==> src/rtl/coin_pkg.sv <==
// Coin hopper shared definitions: FSM encoding and denominations.
// Shared by the change dispenser and the vending controller.
package coin_pkg;

  localparam int UNIT_CENTS     = 5;
  localparam int DENOM_5_UNITS  = 1;
  localparam int DENOM_10_UNITS = 2;

  typedef enum logic [2:0] {
    IDLE,
    SELECT,
    EJECT,
    WAIT_ACK,
    DONE,
    FAULT
  } state_t;

  typedef enum logic {
    DENOM_5,
    DENOM_10
  } denom_t;

  function automatic int unsigned denom_units(denom_t d);
    return (d == DENOM_10) ? DENOM_10_UNITS : DENOM_5_UNITS;
  endfunction

endpackage

==> src/rtl/coin_change_dispenser_if.sv <==
// Change-request handshake between vending controller and dispenser.
// A request transfers on a cycle with req_valid && req_ready.
interface coin_change_dispenser_if #(
  parameter int AMT_W = 6
);

  logic             req_valid;
  logic             req_ready;
  logic [AMT_W-1:0] req_units;

  modport master (
    output req_valid,
    output req_units,
    input  req_ready
  );

  modport slave (
    input  req_valid,
    input  req_units,
    output req_ready
  );

endinterface

==> src/rtl/coin_ack_timer.sv <==
// Hopper acknowledge watchdog: restarted by each eject pulse,
// strobes timeout once ACK_TIMEOUT cycles have elapsed since it.
module coin_ack_timer #(
  parameter int ACK_TIMEOUT = 16
) (
  input  logic clk,
  input  logic rst_n,
  input  logic clear,
  input  logic run,
  output logic timeout
);

  localparam int CW = $clog2(ACK_TIMEOUT + 1);

  logic [CW-1:0] cnt;

  // the eject cycle itself is the first elapsed cycle
  always_ff @(posedge clk or negedge rst_n) begin
    if (!rst_n) begin
      cnt <= '0;
    end else if (clear) begin
      cnt <= CW'(1);
    end else if (run) begin
      cnt <= cnt + CW'(1);
    end
  end

  assign timeout = run && (cnt == CW'(ACK_TIMEOUT - 1));

endmodule

==> src/rtl/coin_change_dispenser.sv <==
// Coin change dispenser: pays a request with 10/5 coins, one eject at a time.
// Define CHANGE_FALLBACK_EN to pay with 5 coins when the 10 tube is empty.
module coin_change_dispenser
  import coin_pkg::*;
#(
  parameter int AMT_W       = 6,
  parameter int ACK_TIMEOUT = 16,
  parameter int MAX_RETRY   = 2
) (
  input  logic                    clk,
  input  logic                    rst_n,
  coin_change_dispenser_if.slave  req,
  output logic                    eject_5,
  output logic                    eject_10,
  input  logic                    hopper_ack,
  input  logic                    hopper_empty_5,
  input  logic                    hopper_empty_10,
  output logic                    busy,
  output logic                    done,
  output logic                    error,
  output logic [AMT_W-1:0]        paid_units
);

  localparam int RW = $clog2(MAX_RETRY + 2);

  state_t           state;
  denom_t           denom;
  logic [AMT_W-1:0] rem;
  logic [AMT_W-1:0] step;
  logic [RW-1:0]    retry;
  logic             timeout;
  logic             rem_zero;
  logic             rem_big;
  logic             rem_one;
  logic             pick10;
  logic             pick5;

  assign req.req_ready = (state == IDLE);
  assign busy          = (state != IDLE);

  assign step     = AMT_W'(denom_units(denom));
  assign rem_zero = (rem == '0);
  assign rem_big  = (rem >= AMT_W'(DENOM_10_UNITS));
  assign rem_one  = (rem == AMT_W'(DENOM_5_UNITS));
  assign pick10   = rem_big && !hopper_empty_10;

`ifdef CHANGE_FALLBACK_EN
  assign pick5 = (rem_one || (rem_big && hopper_empty_10))
              && !hopper_empty_5;
`else
  assign pick5 = rem_one && !hopper_empty_5;
`endif

  coin_ack_timer #(
    .ACK_TIMEOUT (ACK_TIMEOUT)
  ) u_timer (
    .clk     (clk),
    .rst_n   (rst_n),
    .clear   (state == EJECT),
    .run     (state == WAIT_ACK),
    .timeout (timeout)
  );

  always_ff @(posedge clk or negedge rst_n) begin
    if (!rst_n) begin
      state      <= IDLE;
      denom      <= DENOM_5;
      rem        <= '0;
      retry      <= '0;
      eject_5    <= 1'b0;
      eject_10   <= 1'b0;
      done       <= 1'b0;
      error      <= 1'b0;
      paid_units <= '0;
    end else begin
      eject_5  <= 1'b0;
      eject_10 <= 1'b0;
      done     <= 1'b0;
      unique case (state)
        IDLE: begin
          if (req.req_valid) begin
            rem        <= req.req_units;
            paid_units <= '0;
            error      <= 1'b0;
            retry      <= '0;
            state      <= SELECT;
          end
        end
        SELECT: begin
          unique case (1'b1)
            rem_zero: begin
              done  <= 1'b1;
              state <= DONE;
            end
            pick10: begin
              denom    <= DENOM_10;
              eject_10 <= 1'b1;
              state    <= EJECT;
            end
            pick5: begin
              denom   <= DENOM_5;
              eject_5 <= 1'b1;
              state   <= EJECT;
            end
            default: begin
              error <= 1'b1;
              done  <= 1'b1;
              state <= FAULT;
            end
          endcase
        end
        EJECT: begin
          state <= WAIT_ACK;
        end
        WAIT_ACK: begin
          // an ack landing on the timeout cycle still counts
          if (hopper_ack) begin
            rem        <= rem - step;
            paid_units <= paid_units + step;
            retry      <= '0;
            state      <= SELECT;
          end else if (timeout) begin
            if (retry < RW'(MAX_RETRY)) begin
              retry    <= retry + RW'(1);
              eject_5  <= (denom == DENOM_5);
              eject_10 <= (denom == DENOM_10);
              state    <= EJECT;
            end else begin
              error <= 1'b1;
              done  <= 1'b1;
              state <= FAULT;
            end
          end
        end
        DONE, FAULT: begin
          state <= IDLE;
        end
        default: begin
          state <= IDLE;
        end
      endcase
    end
  end

endmodule
==> src/flat_wrapper.sv <==
// flat-port wrapper written by rule: the top's interface ports become plain ports
module coin_change_dispenser_flat import coin_pkg::*;
#(
  parameter int AMT_W       = 6,
  parameter int ACK_TIMEOUT = 16,
  parameter int MAX_RETRY   = 2
)
  (clk, rst_n, eject_5, eject_10, hopper_ack, hopper_empty_5, hopper_empty_10, busy, done, error, paid_units, req_req_valid, req_req_units, req_req_ready);
  coin_change_dispenser_if #(.AMT_W(AMT_W)) req_i ();
  input  logic clk;
  input  logic rst_n;
  output logic eject_5;
  output logic eject_10;
  input  logic hopper_ack;
  input  logic hopper_empty_5;
  input  logic hopper_empty_10;
  output logic busy;
  output logic done;
  output logic error;
  output logic [AMT_W-1:0] paid_units;
  input wire logic [$bits(req_i.req_valid)-1:0] req_req_valid;
  input wire logic [$bits(req_i.req_units)-1:0] req_req_units;
  output wire logic [$bits(req_i.req_ready)-1:0] req_req_ready;
  assign req_i.req_valid = req_req_valid;
  assign req_i.req_units = req_req_units;
  assign req_req_ready = req_i.req_ready;
  coin_change_dispenser #(.AMT_W(AMT_W), .ACK_TIMEOUT(ACK_TIMEOUT), .MAX_RETRY(MAX_RETRY)) u_core (.clk(clk), .rst_n(rst_n), .req(req_i), .eject_5(eject_5), .eject_10(eject_10), .hopper_ack(hopper_ack), .hopper_empty_5(hopper_empty_5), .hopper_empty_10(hopper_empty_10), .busy(busy), .done(done), .error(error), .paid_units(paid_units));
endmodule
==> config.mk <==
export PLATFORM = sky130hd
export DESIGN_NAME = coin_change_dispenser_flat
export DESIGN_NICKNAME = d
export VERILOG_FILES = /design/src/rtl/coin_pkg.sv /design/src/rtl/coin_change_dispenser_if.sv /design/src/rtl/coin_ack_timer.sv /design/src/rtl/coin_change_dispenser.sv /design/src/flat_wrapper.sv
export SDC_FILE = /design/constraint.sdc
export NUM_CORES = 1
export LEC_CHECK = 0
export CAP_MARGIN = 10
export CORE_MARGIN = 2
export CORE_UTILIZATION = 30
export CTS_CLUSTER_SIZE = 40
export DETAILED_ROUTE_END_ITERATION = 8
export GPL_TIMING_DRIVEN = 0
export PLACE_DENSITY_LB_ADDON = 0.08
export REMOVE_ABC_BUFFERS = 1
export SYNTH_ARGS = -nofsm -noshare
export SYNTH_HDL_FRONTEND = slang
export SYNTH_SLANG_ARGS = --single-unit
==> constraint.sdc <==
create_clock -name clk -period 5.29 [get_ports clk]
set_input_delay 0.7935 -clock clk [delete_from_list [all_inputs] [get_ports clk]]
set_output_delay 0.7935 -clock clk [all_outputs]
set_load 0.01 [all_outputs]
# ---- Word-level counts from Yosys, hierarchy flattened
# Index checks and enable logic that the tools add are counted.
dict set report word_totals {
  regBits 27
  input_bits 12
  out_inout_bits 12
  elab_cells 91
}
dict set report op_classes {
  add_sub_neg 4
  magnitude_cmp 2
  n_eq_ne 13
  n_mux 42
  n_bitwise 1
  n_reduce_logical 19
}
# operator n
set op_table {}
lappend op_table {{2-to-1 mux 6 bit} 4}
lappend op_table {{one-hot mux 6 bit (2 select lines)} 2}
lappend op_table {{2-to-1 mux 1 bit} 17}
lappend op_table {{2-to-1 mux 3 bit} 4}
lappend op_table {{one-hot mux 3 bit (4 select lines)} 1}
lappend op_table {{2-to-1 mux 2 bit} 5}
lappend op_table {{2-to-1 mux 5 bit} 2}
lappend op_table {{!= test 2 bit, second input constant} 5}
lappend op_table {{one-hot mux 1 bit (2 select lines)} 4}
lappend op_table {{adder 6 bit} 1}
lappend op_table {{equality test 3 x 2 -> 1 bit, second input constant} 2}
lappend op_table {{equality test 6 x 1 -> 1 bit, second input constant} 1}
lappend op_table {{greater-or-equal comparator 6 x 2 -> 1 bit, second input constant} 1}
lappend op_table {{logical NOT 6 bit} 1}
lappend op_table {{!= test 3 x 2 -> 1 bit, second input constant} 2}
lappend op_table {{one-hot mux 3 bit (2 select lines)} 1}
lappend op_table {{AND reduction 6 bit} 1}
lappend op_table {{nonzero test 2 bit} 3}
lappend op_table {{nonzero test 3 bit} 2}
lappend op_table {{subtractor 6 bit} 1}
lappend op_table {{adder 5 x 1 -> 5 bit, second input constant} 1}
lappend op_table {{equality test 5 x 4 -> 1 bit, second input constant} 1}
lappend op_table {{one-hot mux 2 bit (2 select lines)} 1}
lappend op_table {{AND reduction 2 bit} 2}
lappend op_table {{other kinds (13)} 16}

# ---- Longest topological paths before layout
dict set report logic_depth {
  depth_word 5
  ltp_mapped 6
  ltp_nobuf 6
}

# ---- Hierarchy
# A second synthesis with hierarchy kept.
dict set report hier_totals {
  cells_unflattened 172
  hier_area_um2 1619.1
}
# mod instances cells_per_inst area_per_inst_um2 seq_area_each_um2
set by_module_without_submodules {}
lappend by_module_without_submodules {coin_change_dispenser 1 148 1330.0 550.5}
lappend by_module_without_submodules {coin_ack_timer 1 24 289.0 125.1}

# ---- Worst setup path after synthesis
# OpenSTA, ideal clock, no wires.
dict set report synth_path {
  path_type {input -> register}
  from {input req_req_valid}
  to {register u_core.paid_units[5]}
  setup_time_ns 0.077
  arrival_ns 1.969
  required_time_ns 5.213
  slack_ns 3.244
  cell_stages 4
  n_path_buf 0
  path_cell_list {or3b_4 -> a21o_1 -> or4_1 -> a21oi_1}
}
dict set report synth_between {
  elab_chain_cells 2
}
# element line_no
set synth_lines {}
lappend synth_lines {{from (decl)} flat_wrapper.sv:21} ;# input wire logic [$bits(req_i.req_valid)-1:0] req_req_valid;
lappend synth_lines {{!= test 2 bit (no line)} --}
lappend synth_lines {{AND reduction 3 bit (no line)} --}
lappend synth_lines {{to (signal assigned)} coin_change_dispenser.sv:119} ;# paid_units <= paid_units + step;
lappend synth_lines {{to (decl)} coin_change_dispenser.sv:21} ;# output logic [AMT_W-1:0] paid_units
# No other way between the ends.
# A chain may end at the register's enable or synchronous reset.

# ---- Final worst setup path
dict set report layout_path {
  from {register u_core.state[0]}
  to {output req_req_ready}
}
dict set report layout_between {
  elab_chain_cells 1
}
# element line_no
set layout_lines {}
lappend layout_lines {{from (decl)} coin_change_dispenser.sv:26} ;# state_t state;
lappend layout_lines {{from (signal assigned)} coin_change_dispenser.sv:66} ;# state <= IDLE;
lappend layout_lines {{from (signal assigned)} coin_change_dispenser.sv:86} ;# state <= SELECT;
lappend layout_lines {{from (signal assigned)} coin_change_dispenser.sv:93} ;# state <= DONE;
lappend layout_lines {{logical NOT 3 bit} coin_change_dispenser.sv:38} ;# assign req.req_ready = (state == IDLE);
lappend layout_lines {{to (decl)} flat_wrapper.sv:23} ;# output wire logic [$bits(req_i.req_ready)-1:0] req_req_ready;
# No other way between the ends.

==> metrics list <==
- Top-Level Pins: 24
- The worst hold path belongs to the class flop to flop.
- Residual DRC: 0
* TritonRoute pass-1 iters: 4
- Global routing used 14.4% of the available tracks across all layers.
- The tool flagged a number of max-cap violations equal to 0.
* Max frequency: 0.371 GHz
* Critical path arrival: 1900 ps
- The first global-routing pass estimated 6.33 mm of wire.
- During synthesis, Yosys emitted a total of 0 warnings.
* Setup repair after global routing missed its margin: false
* Area share of fa/ha/maj cells after synthesis: 7.49%
* Total Wirelength: 3.66 mm
- Compared with the post-synthesis result, the final layout area differs by 23.4%.
- Each instance of the synthesized netlist takes up on average 9.15 µm².
- Antenna violations before repair: 0
* Synth unique cells: 36
- Fraction of the mapped netlist area in simple logic gates: 22.9%
- DIE AREA: 5710 µm²
- In the layout the commonest cells are 27 x sky130_fd_sc_hd__dfrtp_1, 23 x sky130_fd_sc_hd__clkdlybuf4s50_1, 16 x sky130_fd_sc_hd__nand2_1.
- Register bit total from synthesis: 27
* Outcome: complete, no violations
- In the routed layout, each cell is associated on average with a via count of 5.16.
* Number of failing setup endpoints in the final timing report: 0
* Global placer's final weighted congestion: 0.797
- Leading cell type in the layout, fill and taps excluded: sky130_fd_sc_hd__dfrtp_1
* Worst slew pin tran: 710 ps
* Total gr overflow: 0
* Horizontal extent of the die: 75.6 µm
- In this run the worst path has a maximum fanout of 15.
- Via count of the first global-routing pass: 1390
- The final critical path takes up 51.0% of the cycle.
- TritonCTS built the clock tree.
- After clock tree synthesis, the clock-pin slew on the worst setup and hold paths is 90 ps.
- Met3 Track Usage GR: 1.85%
- Root Buffer: sky130_fd_sc_hd__clkbuf_8
- Pin count of the biggest net entering global routing: 17
- CP startpoint kind: flop
* Total standard cell area after synthesis: 1540 µm²
- Number of buffers on the longest clock path: 2
- Leakage power: 0.788 nW
* Ratio of total power to cell area: 516 nW/µm²
- By area, the combinational part of the netlist is dominated by simple AND/OR/NAND/NOR gates.
- Summed over its instances, the top area cell type makes up 43.9% of the synthesized netlist area.
- After synthesis, flip-flops and latches occupy 43.9% of the total area.
- Fill cells in the final layout number 519.
- Number of port buffers: 23
- Measured against the total synthesized area, the mux share comes to 1.46%.
* Clock insertion delay at the later pin of the skew report: 280 ps
- The detail route stage leaves a number of antenna-violating nets equal to 0.
- After Yosys synthesis, XOR and XNOR cells account for 0.570% of the synthesized area.
- The design draws 0.980 mW.
- The number of hold buffers added after CTS was 0.
- Synth area leader: sky130_fd_sc_hd__dfrtp_1
- DRC marker count from the first detailed-route iteration: 70
- Met1 routing resource usage after global routing: 20.5%
- Post-layout nets: 210
* Count of standard-cell rows: 26
- Half-perimeter wire length after detailed placement: 2.75 mm
- H-tree depth: 1
- The die is 75.6 µm tall.
* Final hold violations: 0
- Core area: 5010 µm²
* Initial core utilization: 30.7%
- Type of the setup path with the least slack: flop to output port
* Max-slew violation count: 0
- Layer carrying the most global-route usage: met2
- Placed cell area: 1850 µm²
- Post-CTS resize count: 0
- Per-cell routed wire length: 14.1 µm
* Maximum resistive drop on vdd: 0.141 mV
- Global Route met2 Usage: 22.0%
- Clock skew on the completed layout was measured at 8.49 ps.
- 0 antenna diodes ended up in the layout.
- In the final layout, the share of cells above drive strength 1 is 4.23%.
- On the final layout, the worst hold slack is 493 ps.
* Compound-cell area share of the yosys netlist: 19.5%
* Endpoint type of the worst setup path: output port
- With fillers left out, the area of the finished cells amounts to 1900 µm².
* Number of buffers created by CTS: 3
- Synthesis handed over a netlist of 168 instances.
- The worst path in the final design needs a cycle of 2700 ps, including I/O delays and setup.
* Post-CTS setup repair buffer count: 0
* Critical path required time: 4500 ps
- Main area contributors after synthesis: sky130_fd_sc_hd__dfrtp_1 44%, sky130_fd_sc_hd__ha_1 4.9%, sky130_fd_sc_hd__a21oi_1 4.6%, sky130_fd_sc_hd__o21ai_0 3.9%, sky130_fd_sc_hd__nand2_1 3.9%
- Slew margin rel.: 52.6%
- The routed layout has 1337 vias.
- Adding up every negative setup slack in the final design gives 0 ps.
- Counting every sink on the clock net gives 27.
-- logic make-up after synthesis --
logic type	Yosys count
AND/OR/NAND/NOR	68
AO/OA/AOI/OAI	47
flip-flops	27
buffers and inverters	15
adder cells (fa/ha/maj)	8
multiplexers	2
XOR/XNOR	1
-- report_power, final --
part           internal (mW)  leakage (nW)  switching (mW)  total [mW]
clock network         0.0535        0.0217          0.0694       0.123
logic                  0.213         0.423           0.255       0.468
registers              0.287         0.343           0.102       0.390
-- per-layer routing --
metal / up-vias / part of all wire (%)
li1: 646 / -
met1: 654 / 50
met2: 31 / 45
met3: 6 / 3.4
met4: 0 / 1.8
met5: - / 0
-- Yosys cell counts --
master / n
sky130_fd_sc_hd__clkbuf_1: 6
sky130_fd_sc_hd__a22oi_1: 2
sky130_fd_sc_hd__nor3b_1: 2
sky130_fd_sc_hd__nand3b_1: 1
sky130_fd_sc_hd__or3b_4: 1
sky130_fd_sc_hd__nor2_1: 15
sky130_fd_sc_hd__dfrtp_1: 27
sky130_fd_sc_hd__a211oi_1: 1
sky130_fd_sc_hd__nor2b_1: 4
sky130_fd_sc_hd__o31ai_1: 2
sky130_fd_sc_hd__nand3_1: 8
sky130_fd_sc_hd__and3_1: 3
sky130_fd_sc_hd__o211ai_1: 2
sky130_fd_sc_hd__o2bb2ai_1: 3
sky130_fd_sc_hd__and3b_1: 1
sky130_fd_sc_hd__a21oi_1: 14
sky130_fd_sc_hd__o41ai_1: 1
sky130_fd_sc_hd__xnor2_1: 1
sky130_fd_sc_hd__nand4b_1: 1
sky130_fd_sc_hd__or4_1: 5
sky130_fd_sc_hd__a311oi_1: 2
sky130_fd_sc_hd__a2111oi_0: 1
sky130_fd_sc_hd__mux2_2: 2
sky130_fd_sc_hd__ha_1: 6
sky130_fd_sc_hd__fa_1: 2
sky130_fd_sc_hd__a22o_1: 3
sky130_fd_sc_hd__o21ai_0: 12
sky130_fd_sc_hd__a21o_1: 3
sky130_fd_sc_hd__o21a_1: 1
sky130_fd_sc_hd__nand2_1: 16
sky130_fd_sc_hd__buf_6: 1
sky130_fd_sc_hd__and2_1: 1
sky130_fd_sc_hd__or3_1: 1
sky130_fd_sc_hd__nor3_1: 5
sky130_fd_sc_hd__inv_1: 8
sky130_fd_sc_hd__nand2b_1: 4
-- critical path, cell delays in order (launching register included) --
cell,delay (ps)
sky130_fd_sc_hd__dfrtp_1,560
sky130_fd_sc_hd__nor3_1,440
sky130_fd_sc_hd__clkdlybuf4s50_1,630
-- state kept, by name, indices dropped and copies added, names as in the netlist --
| name | count |
|---|---|
| u_core.paid_units | 6 |
| u_core.rem | 6 |
| u_core.u_timer.cnt | 5 |
| u_core.state | 3 |
| u_core.retry | 2 |
| u_core.denom | 1 |
| u_core.done | 1 |
| u_core.eject_10 | 1 |
| u_core.eject_5 | 1 |
| u_core.error | 1 |
-- metrics by stage --
stage	setup WS (ps)	util (%)	cells
2_1_floorplan	3150	-	161
3_3_place_gp	2450	36.4	254
3_5_place_dp	2410	36.9	255
4_1_cts	2570	37.9	259
5_1_grt	2450	37.9	259
6_report	2590	37.9	259
-- final timing paths --
| path | start | end | slack [ps] | cells after the start |
|---|---|---|---|---|
| worst min register to register | u_core.u_timer.cnt[4] | u_core.u_timer.cnt[4] | 490 | 2 |
| worst max register to register | u_core.denom | u_core.paid_units[4] | 3110 | 6 |
| max in group asynchronous | rst_n | u_core.paid_units[3] | 3840 | 2 |
| worst min-delay path | u_core.u_timer.cnt[4] | u_core.u_timer.cnt[4] | 490 | 2 |
| worst max-delay path | u_core.state[0] | req_req_ready | 2590 | 2 |
| min in group asynchronous | rst_n | u_core.denom | 930 | 1 |
-- area by class of cell --
type | count | area [µm²] | area share (%)
clock buffer | 3 | 41.3 | 2.18
clock inverter | 1 | 7.51 | 0.396
inverter | 8 | 30.0 | 1.58
multi-input combinational | 126 | 798 | 42.1
sequential | 27 | 676 | 35.6
tap | 70 | 87.6 | 4.61
timing repair buffer | 24 | 258 | 13.6
Note: power is estimated with default switching activity, not from simulation.
